$ cat config.mk
export PLATFORM = sky130hd
export DESIGN_NAME = scope_capture_ctrl
export DESIGN_NICKNAME = d
export VERILOG_FILES = /design/src/rtl/scope_capture_ctrl.sv
export SDC_FILE = /design/constraint.sdc
export NUM_CORES = 1
export LEC_CHECK = 0
export BUFFER_PORTS_ARGS = -buffer_cell sky130_fd_sc_hd__buf_2
export CAP_MARGIN = 25
export CORE_MARGIN = 2
export CORE_UTILIZATION = 52
export DETAILED_ROUTE_END_ITERATION = 8
export GPL_ROUTABILITY_DRIVEN = 0
export PLACE_DENSITY = 0.77
export RECOVER_POWER = 100
export SLEW_MARGIN = 10
export SYNTH_ARGS = -nofsm -noshare
export SYNTH_HDL_FRONTEND = slang
export SYNTH_SLANG_ARGS = --single-unit
$ cat constraint.sdc
create_clock -name clk -period 2.25 [get_ports clk]
set_input_delay 0.225 -clock clk [delete_from_list [all_inputs] [get_ports clk]]
set_output_delay 0.225 -clock clk [all_outputs]
set_load 0.01 [all_outputs]
$ cat src/rtl/scope_capture_ctrl.sv
// Capture sequencer for the scope sample FIFO: sliding pre-trigger window,
// level/slope trigger, post-trigger fill and valid/ready drain of the record.
module scope_capture_ctrl #(
    parameter int DATA_W  = 8,
    parameter int DEPTH_W = 10
) (
    input  logic               clk,
    input  logic               rst_n,
    input  logic               arm,
    input  logic               abort,
    input  logic               force_trig,
    input  logic [DATA_W-1:0]  trig_level,
    input  logic               trig_slope,
    input  logic [DEPTH_W-1:0] pre_len,
    input  logic [DEPTH_W-1:0] post_len,
    input  logic               ad_valid,
    input  logic [DATA_W-1:0]  ad_data,
    output logic               fifo_wr_en,
    output logic [DATA_W-1:0]  fifo_wr_data,
    input  logic               fifo_full,
    output logic               fifo_rd_en,
    input  logic [DATA_W-1:0]  fifo_rd_data,
    input  logic               fifo_empty,
    output logic               out_valid,
    output logic [DATA_W-1:0]  out_data,
    output logic               out_last,
    input  logic               out_ready,
    output logic               busy,
    output logic               triggered,
    output logic               done,
    output logic               overflow,
    output logic [2:0]         state
);

    // state | meaning
    // IDLE  | waiting for arm
    // PRE   | filling the pre-trigger window
    // ARMED | window full, sliding; waiting for trigger
    // POST  | writing post-trigger samples
    // READ  | draining the record to the output stream
    // DONE  | record delivered; may re-arm
    // FLUSH | abort: emptying the FIFO, data discarded
    typedef enum logic [2:0] {
        S_IDLE  = 3'd0,
        S_PRE   = 3'd1,
        S_ARMED = 3'd2,
        S_POST  = 3'd3,
        S_READ  = 3'd4,
        S_DONE  = 3'd5,
        S_FLUSH = 3'd6
    } state_t;

    localparam logic [DEPTH_W-1:0] CNT_ONE = {{(DEPTH_W-1){1'b0}}, 1'b1};

    state_t             state_q, state_d;
    logic [DEPTH_W-1:0] pre_len_q, pre_len_d;
    logic [DEPTH_W-1:0] post_eff_q, post_eff_d;
    logic [DEPTH_W-1:0] fill_q, fill_d;
    logic [DEPTH_W-1:0] post_cnt_q, post_cnt_d;
    logic [DEPTH_W:0]   rem_q, rem_d;
    logic [DATA_W-1:0]  prev_q, prev_d;
    logic [DATA_W-1:0]  out_data_q, out_data_d;
    logic               prev_valid_q, prev_valid_d;
    logic               inflight_q, inflight_d;
    logic               out_valid_q, out_valid_d;
    logic               out_last_q, out_last_d;
    logic               triggered_q, triggered_d;
    logic               overflow_q, overflow_d;
    logic               busy_q, busy_d;
    logic               done_q, done_d;

    logic               wr_req;
    logic               rd_req;
    logic               rise_x;
    logic               fall_x;
    logic               trig_hit;
    logic [DEPTH_W:0]   rem_init;

    assign rise_x   = (prev_q < trig_level) && (ad_data >= trig_level);
    assign fall_x   = (prev_q > trig_level) && (ad_data <= trig_level);
    assign trig_hit = ad_valid && (force_trig || (prev_valid_q && (trig_slope ? fall_x : rise_x)));
    assign rem_init = {1'b0, pre_len_q} + {1'b0, post_eff_q};

    always_comb begin
        state_d      = state_q;
        pre_len_d    = pre_len_q;
        post_eff_d   = post_eff_q;
        fill_d       = fill_q;
        post_cnt_d   = post_cnt_q;
        rem_d        = rem_q;
        prev_d       = prev_q;
        prev_valid_d = prev_valid_q;
        out_data_d   = out_data_q;
        out_valid_d  = out_valid_q;
        out_last_d   = out_last_q;
        triggered_d  = triggered_q;
        overflow_d   = overflow_q;
        inflight_d   = 1'b0;
        wr_req       = 1'b0;
        rd_req       = 1'b0;

        case (state_q)
            S_IDLE, S_DONE: begin
                if (arm) begin
                    state_d      = S_PRE;
                    pre_len_d    = pre_len;
                    post_eff_d   = (post_len == '0) ? CNT_ONE : post_len;
                    fill_d       = '0;
                    post_cnt_d   = '0;
                    triggered_d  = 1'b0;
                    overflow_d   = 1'b0;
                    prev_valid_d = 1'b0;
                end
            end
            S_PRE: begin
                if (pre_len_q == '0) begin
                    state_d = S_ARMED;
                end else if (ad_valid) begin
                    wr_req = 1'b1;
                    fill_d = fill_q + CNT_ONE;
                    if (fill_q + CNT_ONE == pre_len_q) state_d = S_ARMED;
                end
            end
            S_ARMED: begin
                if (ad_valid) begin
                    wr_req       = 1'b1;
                    prev_d       = ad_data;
                    prev_valid_d = 1'b1;
                    if (trig_hit) begin
                        triggered_d = 1'b1;
                        post_cnt_d  = CNT_ONE;
                        rem_d       = rem_init;
                        state_d     = (post_eff_q <= CNT_ONE) ? S_READ : S_POST;
                    end else if (pre_len_q != '0) begin
                        // keep the window at pre_len samples by dropping the oldest
                        rd_req = 1'b1;
                    end
                end
            end
            S_POST: begin
                if (ad_valid) begin
                    wr_req     = 1'b1;
                    post_cnt_d = post_cnt_q + CNT_ONE;
                    if (post_cnt_q + CNT_ONE == post_eff_q) begin
                        rem_d   = rem_init;
                        state_d = S_READ;
                    end
                end
            end
            S_READ: begin
                rd_req = (rem_q != '0) && !fifo_empty && !inflight_q && (!out_valid_q || out_ready);
                if (out_valid_q && out_ready) begin
                    out_valid_d = 1'b0;
                    out_last_d  = 1'b0;
                    if (out_last_q) state_d = S_DONE;
                end
                if (inflight_q) begin
                    out_valid_d = 1'b1;
                    out_data_d  = fifo_rd_data;
                    out_last_d  = (rem_q == '0);
                end
                if (rd_req) rem_d = rem_q - 1'b1;
                inflight_d = rd_req;
            end
            S_FLUSH: begin
                rd_req      = !fifo_empty;
                out_valid_d = 1'b0;
                out_last_d  = 1'b0;
                if (fifo_empty) state_d = S_IDLE;
            end
            default: state_d = S_IDLE;
        endcase

        if (abort) begin
            state_d      = S_FLUSH;
            wr_req       = 1'b0;
            rd_req       = 1'b0;
            inflight_d   = 1'b0;
            out_valid_d  = 1'b0;
            out_last_d   = 1'b0;
            triggered_d  = 1'b0;
            prev_valid_d = 1'b0;
        end

        if (wr_req && fifo_full) overflow_d = 1'b1;

        busy_d = !(state_d == S_IDLE || state_d == S_DONE);
        done_d = (state_d == S_DONE);
    end

    always_ff @(posedge clk or negedge rst_n) begin
        if (!rst_n) begin
            state_q      <= S_IDLE;
            pre_len_q    <= '0;
            post_eff_q   <= '0;
            fill_q       <= '0;
            post_cnt_q   <= '0;
            rem_q        <= '0;
            prev_q       <= '0;
            prev_valid_q <= 1'b0;
            out_data_q   <= '0;
            out_valid_q  <= 1'b0;
            out_last_q   <= 1'b0;
            triggered_q  <= 1'b0;
            overflow_q   <= 1'b0;
            inflight_q   <= 1'b0;
            busy_q       <= 1'b0;
            done_q       <= 1'b0;
        end else begin
            state_q      <= state_d;
            pre_len_q    <= pre_len_d;
            post_eff_q   <= post_eff_d;
            fill_q       <= fill_d;
            post_cnt_q   <= post_cnt_d;
            rem_q        <= rem_d;
            prev_q       <= prev_d;
            prev_valid_q <= prev_valid_d;
            out_data_q   <= out_data_d;
            out_valid_q  <= out_valid_d;
            out_last_q   <= out_last_d;
            triggered_q  <= triggered_d;
            overflow_q   <= overflow_d;
            inflight_q   <= inflight_d;
            busy_q       <= busy_d;
            done_q       <= done_d;
        end
    end

    assign fifo_wr_en   = wr_req && !fifo_full;
    assign fifo_wr_data = ad_data;
    assign fifo_rd_en   = rd_req;
    assign out_valid    = out_valid_q;
    assign out_data     = out_data_q;
    assign out_last     = out_last_q;
    assign busy         = busy_q;
    assign triggered    = triggered_q;
    assign done         = done_q;
    assign overflow     = overflow_q;
    assign state        = state_q;

endmodule

==> results of run 1 <==
==> critical path, delay by kind of cell (launching register included) <==
kind	cells	cell delay [ns]
buffers and inverters	3	0.40
flip-flops	1	0.40
adder cells (fa/ha/maj)	1	0.15
AO/OA/AOI/OAI	2	0.22
AND/OR/NAND/NOR	5	0.95
==> flip-flops by register name, summed over array words and instances, names as in the netlist, 3 cells and up <==
name / count
fill_q: 10
out_data: 8
rem_q: 11
post_eff_q: 10
post_cnt_q: 10
state: 3
pre_len_q: 10
prev_q: 8
==> worst min path at each step <==
stage | start | to | slack, ns | depth (start not counted)
3_5_place_dp | rst_n | fill_q[7] | 0.21 | 1
6_report | fifo_rd_data[7] | out_data[7] | 0.08 | 2
3_3_place_gp | rst_n | fill_q[7] | 0.21 | 1
4_1_cts | fifo_rd_data[7] | out_data[7] | 0.07 | 2
5_1_grt | fifo_rd_data[2] | out_data[2] | 0.08 | 2
2_1_floorplan | rst_n | busy | -0.07 | 0
==> logic make-up (layout without fill, tap and decap cells) <==
| kind of cell | Yosys count | count (layout) | synth area share [%] |
|---|---|---|---|
| simple gates | 204 | 204 | 20.16 |
| xor+xnor | 31 | 31 | 5.271 |
| flops | 78 | 78 | 37.89 |
| fa+ha+maj | 30 | 30 | 7.433 |
| mux | 25 | 25 | 5.441 |
| compound gates | 151 | 152 | 18.73 |
| buf+inv | 58 | 237 | 5.076 |
==> layer usage <==
metal | share of wire (%) | global-route usage [%] | vias up
li1 | - | - | 2424
met4 | 3.0 | 10.14 | 0
met2 | 49 | 46.40 | 251
met5 | 0 | 0 | -
met3 | 5.9 | 4.216 | 53
met1 | 42 | 35.13 | 2474
==> report_power, final <==
| part | switching [mW] | internal [mW] | total [mW] |
|---|---|---|---|
| clock | 0.570 | 0.549 | 1.12 |
| sequential | 0.388 | 1.86 | 2.25 |
| combinational | 2.21 | 2.16 | 4.37 |
==> Yosys cell counts, types with 3 or more instances <==
library cell   n  area [sq um]
xnor2_1       21         183.9
o31ai_1       10         75.07
clkbuf_1      15         56.30
a22oi_1        7         52.55
o21ai_0       45         225.2
nor3_1         8         40.04
ha_1          29         362.9
and4_1         4         35.03
nand2b_1      12         75.07
nand3_1       22         110.1
nand2_1       61         229.0
and3_1         7         43.79
inv_1         26         97.59
nor2_1        42         157.7
buf_2          7         35.03
and2_1         7         43.79
a211oi_1       3         22.52
xor2_1        10         87.58
or4_1          3         22.52
o2111ai_1      4         35.03
o21ai_1       12         60.06
nor4_1         7         43.79
dfrtp_1       78          1952
a211o_1        3         26.28
or3_1          3         18.77
a31oi_1        9         56.30
nor2b_1        9         56.30
mux2_2        24         270.3
a21oi_1       26         130.1
nand4_1        4         25.02
or2_2          4         25.02
buf_4          9         67.56
a21o_1         4         30.03
==> stage by stage <==
step	power [mW]	std cells
finish	7.734	890
global route	8.205	890
CTS	7.289	882
detailed placement	5.812	849
global placement	5.642	849
floorplan	4.475	577
==> layout make-up <==
type,count,area [sq um]
clock buffers,10,137.6
multi-input cells,442,3415
flip-flops and latches,78,1953
fillers,675,2597
repair buffers,195,1249
well taps,133,166.4
clock inverters,6,68.82
inverters,26,97.59
==> repair_timing <==
action	CTS	global route
buffers inserted	16	8
pin swaps	20	35
gates resized for setup	48	68
gates cloned	0	2
setup endpoints to repair	29	29
hold buffers	1	0
hold endpoints to repair	32	0
==> flow_metrics.tcl, run 1 <==
set metrics [dict create \
    status "finished, violations left" \
    reg2reg_slack_ns -0.24 \
    dr.first_iter.drc_count 507 \
    syn_to_final_growth_pct 37.58 \
    critPathLaunchType "flip-flop" \
    power_density_nw_per_um2 1091 \
    slowest_stage "or4_4" \
    clock_path_buffers 2 \
    seq_area_frac_synth_pct 37.89 \
    clkTransAtPathRegs_ns 0.09 \
    crit_type "reg -> out" \
    synth-seq-cells 78 \
    syn-mean-instance-area_sq_um 8.928 \
    r2r_start "prev_q[5]" \
    core_area_sq_um 9684 \
    pin_count 81 \
    place_ws_ns -0.4133 \
    dieHeight_um 103.5 \
    die_w_um 103.5 \
    syn-num-nets 661 \
    setup_ws_ns -0.4402 \
    hpwl_um 10370 \
    clock_latency_ns 0.37 \
    critPathMaxFanout 2 \
    worstReg2RegEnd "rem_q[4]" \
    cts_tree "built" \
    tns_ns -3.493 \
    cp-startpoint "rem_q[1]" \
    rr_worst_depth 12 \
    wl_per_cell_um 17.30 \
    violations "negative setup slack" \
    cp.arrival_ns 2.47 \
    max_cap_violations 0 \
    layout-drive-gt1-share_pct 39.23 \
    final_nets 836 \
    vias_per_cell 5.845 \
    numCtsBuffers 9 \
    cp.required_ns 2.03 \
    cts_root_buf "clkbuf_8" \
    final_cell_mix "buf_4 (98), dfrtp_1 (77), nand2_1 (60), buf_2 (56), nor2_1 (42)" \
    fmax_ghz 0.3717 \
    slowest_delay_ns 0.54 \
    ant_nets 0 \
    vdd_drop_max_v 0.0008497 \
    fp-row-count 36 \
    drt_wl_total_um 15400 \
    h-tree-depth 3 \
    fin_skew_ns 0.01206 \
    grt_usage_pct 27.21 \
    antenna_found_initial 0 \
    final_cell_area_sq_um 7087 \
    worstSetupEndpointType "output port" \
    vias 5202 \
    first_pass_iters 6 \
    worst_slew_pin_slew_ns 0.8647 \
    grt_pass1_wl_um 23990 \
    max_slew_margin_pct 42.36 \
    ys_async_sr_fraction_pct 100.0 \
    hold_viol_final 0 \
    grt_max_degree 47 \
    p_leak_nw 3.206 \
    report.final.setup_viol 28 \
    worstPathCellList "inv_2 -> ha_4 -> nand2b_4 -> or4_4 -> nor4_4 -> buf_4 -> or3_4 -> o21ai_2 -> a31oi_2 -> nor4_2 -> buf_2" \
    fin_crit_ns 2.690 \
    initial_utilization_pct 53.19 \
    synthesis.area_sq_um 5151 \
    portBuffers 80 \
    placed_area_sq_um 6259 \
    die_area_sq_um 10720 \
    synth-edff-count 0 \
    min_path_type "in -> reg" \
    hold_slack_ns 0.08338 \
    overflow 0 \
    rsz0062_at_grt "true" \
    cts.sinks 78 \
    synth_ff_type "dfrtp_1" \
    post-route-util_pct 73.18 \
    yosys_warnings 0 \
    grt_pass1_vias 5124 \
    ys_types 66 \
    crit_end "fifo_rd_en" \
    period_share_pct 119.6 \
    layout_commonest_cell "buf_4" \
    antenna_cells 0 \
    drc 0 \
    drv_slew 0 \
    netlist_instances 577 \
]
No activity file was read; power rests on OpenSTA's default activity.
==> run 2, diff against run 1 <==
--- a/config.mk
+++ b/config.mk
@@ -8,12 +8,11 @@
 export BUFFER_PORTS_ARGS = -buffer_cell sky130_fd_sc_hd__buf_2
 export CAP_MARGIN = 25
 export CORE_MARGIN = 2
-export CORE_UTILIZATION = 52
+export CORE_UTILIZATION = 58
 export DETAILED_ROUTE_END_ITERATION = 8
 export GPL_ROUTABILITY_DRIVEN = 0
-export PLACE_DENSITY = 0.77
+export PLACE_DENSITY = 0.81
 export RECOVER_POWER = 100
-export SLEW_MARGIN = 10
 export SYNTH_ARGS = -nofsm -noshare
 export SYNTH_HDL_FRONTEND = slang
 export SYNTH_SLANG_ARGS = --single-unit
==> constraint.sdc (replaced) <==
create_clock -name clk -period 2.89 [get_ports clk]
set_input_delay 0.289 -clock clk [delete_from_list [all_inputs] [get_ports clk]]
set_output_delay 0.289 -clock clk [all_outputs]
set_load 0.01 [all_outputs]
==> run 2 against run 1 <==
Effect of this change: the flow finishes with violations (max-capacitance violations, max-slew violations); non-clock buffer count down 103; die area down 10%; clock skew down 0.0021 ns; first-iteration DRC count down 45%; design area down 18%; sequential cell count unchanged; power down 35%; utilization down 6.3 points; global-route usage up 0.070 points; clock-buffer cell count down 1; final cell count down 14%; critical path type unchanged.
==> flow_metrics.tcl, run 2 (synthesized netlist as in run 1, its figures left out) <==
set metrics [dict create \
    r2r_start "post_eff_q[2]" \
    core_area_sq_um 8678 \
    drv_slew 31 \
    violations "max-capacitance violations, max-slew violations" \
    clkTransAtPathRegs_ns 0.09 \
    reg2reg_slack_ns 0.18 \
    fillers 709 \
    cts.sinks 78 \
    vias_per_cell 6.185 \
    overflow 0 \
    cts_root_buf "clkbuf_8" \
    layout_commonest_cell "dfrtp_1" \
    fin_skew_ns 0.01000 \
    rsz0062_at_grt "false" \
    cp.arrival_ns 2.45 \
    grt_pass1_wl_um 21470 \
    status "finished, violations left" \
    worst_slew_pin_slew_ns 1.615 \
    numCtsBuffers 9 \
    hold_depth 3 \
    final_cell_mix "dfrtp_1 (78), nand2_1 (61), buf_2 (55), o21ai_0 (45), nor2_1 (42)" \
    critPathMaxFanout 5 \
    antenna_cells 0 \
    grt_usage_pct 27.28 \
    cts_tree "built" \
    dieHeight_um 98.24 \
    dr.first_iter.drc_count 277 \
    max_slew_margin_pct -7.643 \
    syn_to_final_growth_pct 12.75 \
    min_from "pre_len[1]" \
    hold_viol_final 0 \
    worstReg2RegEnd "rem_q[10]" \
    hpwl_um 9581 \
    vias 4707 \
    min_path_type "in -> reg" \
    portBuffers 80 \
    fp-row-count 34 \
    max_cap_violations 1 \
    die_area_sq_um 9651 \
    layout-drive-gt1-share_pct 18.68 \
    ant_nets 0 \
    pin_count 81 \
    rr_worst_depth 9 \
    grt_pass1_vias 4520 \
    fmax_ghz 0.3649 \
    whs_endpoint "pre_len_q[1]" \
    drc 0 \
    die_w_um 98.24 \
    h-tree-depth 3 \
    vdd_drop_max_v 0.0005015 \
    antenna_found_initial 0 \
    critPathLaunchType "flip-flop" \
    period_share_pct 94.82 \
    initial_utilization_pct 59.36 \
    fin_crit_ns 2.740 \
    p_leak_nw 2.627 \
    clock_path_buffers 2 \
    clock_latency_ns 0.36 \
    report.final.setup_viol 0 \
    power_density_nw_per_um2 866.3 \
    wl_per_cell_um 17.10 \
    largest_reg_flops 11 \
    regMostFlops "rem_q" \
    crit_type "reg -> out" \
    report.power.total_mw 5.032 \
    final_nets 732 \
    worstSetupEndpointType "output port" \
    post-route-util_pct 66.93 \
    first_pass_iters 5 \
    drt_wl_total_um 13010 \
    tns_ns 0 \
    cp.required_ns 2.60 \
    grt_max_degree 79 \
]
-- run 2: changes by cell type in the layout (fill, tap and decap cells not counted), moves of 6 or more --
cell	previous run	this run
inv_1	20	26
inv_2	6	0
a21oi_1	19	26
buf_4	98	6
ha_4	6	0
a21oi_2	8	1
o21ai_2	19	1
buf_6	7	0
ha_1	22	29
o21ai_0	28	45
-- run 2: layer usage --
| metal | vias to the layer above | routed length, um | GRT usage (%) |
|---|---|---|---|
| met5 | - | 0 | 0 |
| met1 | 2242 | 5465 | 36.26 |
| met2 | 225 | 6302 | 45.57 |
| li1 | 2210 | - | - |
| met3 | 30 | 960 | 4.796 |
| met4 | 0 | 282 | 9.062 |
-- run 2: layout make-up --
cell class,instances,area [sq um],area share (%)
inverters,26,97.59,1.680
clock inverters,7,82.58,1.422
multi-input cells,441,2970,51.14
flip-flops and latches,78,1952,33.61
clock buffers,9,123.9,2.133
repair buffers,92,446.7,7.691
well taps,108,135.1,2.327
-- run 2: power breakdown --
part / total (mW) / internal, mW / switching [mW]
registers: 1.87 / 1.44 / 0.430
logic: 2.29 / 1.08 / 1.21
clock network: 0.868 / 0.411 / 0.457
total: 5.03 / 2.93 / 2.10
-- run 2: critical path, cell delays in order (launching register included) --
cell	delay [ns]
dfrtp_1	0.39
inv_1	0.09
ha_1	0.17
nand2b_1	0.09
or4_4	0.48
nor4_4	0.20
or3_4	0.21
o21ai_0	0.08
a31oi_1	0.14
nor4_1	0.06
buf_2	0.16
-- run 2: worst max-delay path by stage --
stage	from	end	slack [ns]	depth (start not counted)
2_1_floorplan	pre_len_q[1]	rem_q[9]	0.51	9
3_3_place_gp	rem_q[0]	fifo_rd_en	0.17	10
3_5_place_dp	trig_level[3]	rem_q[9]	0.13	11
4_1_cts	rem_q[0]	fifo_rd_en	-0.0000007	10
5_1_grt	rem_q[0]	fifo_rd_en	0.0007	10
6_report	rem_q[0]	fifo_rd_en	0.15	10
-- run 2: repair_timing --
action                                  CTS  global route
endpoints found under the setup margin    1             2
gates resized for setup                   3             3
buffers inserted                          1             0
hold buffers                              0             1
gates cloned                              0             0
pin swaps                                 1             2
hold endpoints to repair                  0            29
-- run 2: metrics by stage --
step | worst slack (ns) | std cells | hold slack (ns) | area (sq um)
detailed placement | 0.1322 | 742 | 0.4698 | 5593
global route | 0.0006868 | 761 | 0.1343 | 5808
CTS | -0.0000006661 | 759 | 0.1188 | 5826
floorplan | 0.5061 | 577 | -0.006591 | 5151
finish | 0.1498 | 761 | 0.1281 | 5808
global placement | 0.1692 | 742 | 0.4627 | 5593
==> run 3, diff against run 2 <==
==> constraint.sdc (replaced) <==
create_clock -name clk -period 2.89 [get_ports clk]
set_input_delay 0.578 -clock clk [delete_from_list [all_inputs] [get_ports clk]]
set_output_delay 0.578 -clock clk [all_outputs]
set_load 0.01 [all_outputs]
==> run 3 against run 2 <==
Effect of this change: non-clock buffer count rose by 7; die area did not move; global-route usage rose by 0.96 points; routed wire length rose by 1.3%; clock skew rose by 0.0056 ns; combinational power rose by 3%; the flow finishes with violations (max-capacitance violations, max-slew violations, negative setup slack); highest routed layer unchanged; power fell by 0.11%; final cell count rose by 0.92%; critical path depth rose by 1; via count rose by 0.49%; register-to-register slack improved by 0.04 ns.
==> flow_metrics.tcl, run 3 (synthesized netlist as in run 1, its figures left out) <==
set metrics [dict create \
    status "finished, violations left" \
    violations "max-capacitance violations, max-slew violations, negative setup slack" \
    die_area_sq_um 9651 \
    largest_reg_flops 11 \
    numCtsBuffers 9 \
    setup_ws_ns -0.1041 \
    core_area_sq_um 8678 \
    worst_slew_pin_slew_ns 1.804 \
    clock_latency_ns 0.36 \
    antenna_cells 0 \
    wl_per_cell_um 17.16 \
    hold_viol_final 0 \
    dr.first_iter.drc_count 264 \
    syn_to_final_growth_pct 14.23 \
    hpwl_um 9623 \
    clkTransAtPathRegs_ns 0.08 \
    initial_utilization_pct 59.36 \
    drv_slew 74 \
    portBuffers 80 \
    worstSetupEndpointType "output port" \
    power_density_nw_per_um2 854.1 \
    cp.required_ns 2.31 \
    regMostFlops "rem_q" \
    crit_type "reg -> out" \
    drc 0 \
    fin_crit_ns 2.994 \
    hold_buffers 0 \
    cts.sinks 78 \
    post-route-util_pct 67.81 \
    min_path_type "in -> async" \
    max_cap_violations 1 \
    clock_path_buffers 2 \
    die_w_um 98.24 \
    grt_max_degree 79 \
    grt_usage_pct 28.25 \
    pin_count 81 \
    layout-drive-gt1-share_pct 21.36 \
    final_cell_mix "dfrtp_1 (78), nand2_1 (61), buf_2 (56), o21ai_0 (44), nor2_1 (42)" \
    cts_tree "built" \
    overflow 0 \
    vias_per_cell 6.159 \
    rr_worst_depth 9 \
    grt_pass1_vias 4575 \
    grt_pass1_wl_um 22020 \
    period_share_pct 103.6 \
    critPathMaxFanout 3 \
    tns_ns -0.1041 \
    h-tree-depth 3 \
    cp.arrival_ns 2.42 \
    fin_skew_ns 0.01555 \
    antenna_found_initial 0 \
    first_pass_iters 6 \
    critPathLaunchType "flip-flop" \
    rsz0062_at_grt "true" \
    fp-row-count 34 \
    final_nets 739 \
    vdd_drop_max_v 0.0007058 \
    cts_root_buf "clkbuf_8" \
    report.final.setup_viol 1 \
    vias 4730 \
    max_slew_margin_pct -20.23 \
    layout_commonest_cell "dfrtp_1" \
    drt_wl_total_um 13180 \
    fmax_ghz 0.3340 \
    p_leak_nw 2.651 \
    ant_nets 0 \
    dieHeight_um 98.24 \
]
==> run 3: changes by cell type in the layout (fill, tap and decap cells not counted), sizes merged <==
cell,before,now
dlygate4sd3,1,0
inv,28,26
clkinv,2,1
bufinv,1,0
buf,61,70
clkbuf,39,40
clkinvlp,2,4
==> run 3: metrics by stage <==
step                power, mW  cell area (sq um)  worst slack (ns)  hold WS (ns)  std cells
floorplan               3.472               5157           0.07349        0.2824        577
global placement        4.023               5644           0.01845        0.4638        748
detailed placement      4.168               5644          -0.06036        0.4740        748
CTS                     5.024               5923          -0.03799        0.4143        767
global route            5.407               5884           -0.2372       0.08345        768
finish                  5.026               5884           -0.1041       0.06185        768
==> run 3: path summary, 6_finish.rpt <==
| check | startpoint | endpoint | slack, ns |
|---|---|---|---|
| setup / recovery | rem_q[1] | fifo_rd_en | -0.10 |
| hold / removal | rst_n | fill_q[7] | 0.06 |
| setup reg to reg | post_eff_q[1] | rem_q[9] | 0.22 |
| hold reg to reg | prev_q[1] | prev_q[1] | 0.49 |
| max in group asynchronous | rst_n | out_data[6] | 0.79 |
| min in group clk | pre_len[3] | pre_len_q[3] | 0.42 |
==> run 3: worst max-delay path, cell delays in order, from the launching register on <==
cell and delay, ns:
dfrtp_1 0.41, inv_2 0.09, ha_4 0.15, nand2b_4 0.06, or4_4 0.44, nor4_4 0.15, buf_4 0.16, or3_4 0.12
o21ai_2 0.05, a31oi_1 0.20, nor4_2 0.08, buf_2 0.14
==> run 3: final cells by class <==
| type | instances | area [sq um] |
|---|---|---|
| Clock buffer | 11 | 141.4 |
| Clock inverter | 5 | 35.03 |
| Fill cell | 722 | 2794 |
| Inverter | 26 | 97.59 |
| Multi-Input combinational cell | 441 | 3028 |
| Sequential cell | 78 | 1952 |
| Tap cell | 108 | 135.1 |
| Timing Repair Buffer | 99 | 495.5 |
==> run 3: power by group <==
part           total [mW]  internal, mW  switching [mW]
clock               0.760         0.334           0.426
sequential           1.89          1.45           0.449
combinational        2.37          1.13            1.24
total                5.03          2.91            2.12
==> run 3: metal layers <==
layer	vias up	track usage (%)	routed length (um)
li1	2231	-	-
met3	29	4.223	910
met5	-	0	0
met4	0	9.905	323
met1	2269	37.29	5575
met2	201	47.73	6369
==> run 3: timing repair <==
| item | CTS | global route |
|---|---|---|
| setup endpoints to repair | 1 | 2 |
| pin swaps | 9 | 0 |
| setup buffers | 3 | 0 |
| cloned | 0 | 0 |
| endpoints found under the hold margin | 0 | 0 |
| resized for setup | 15 | 1 |
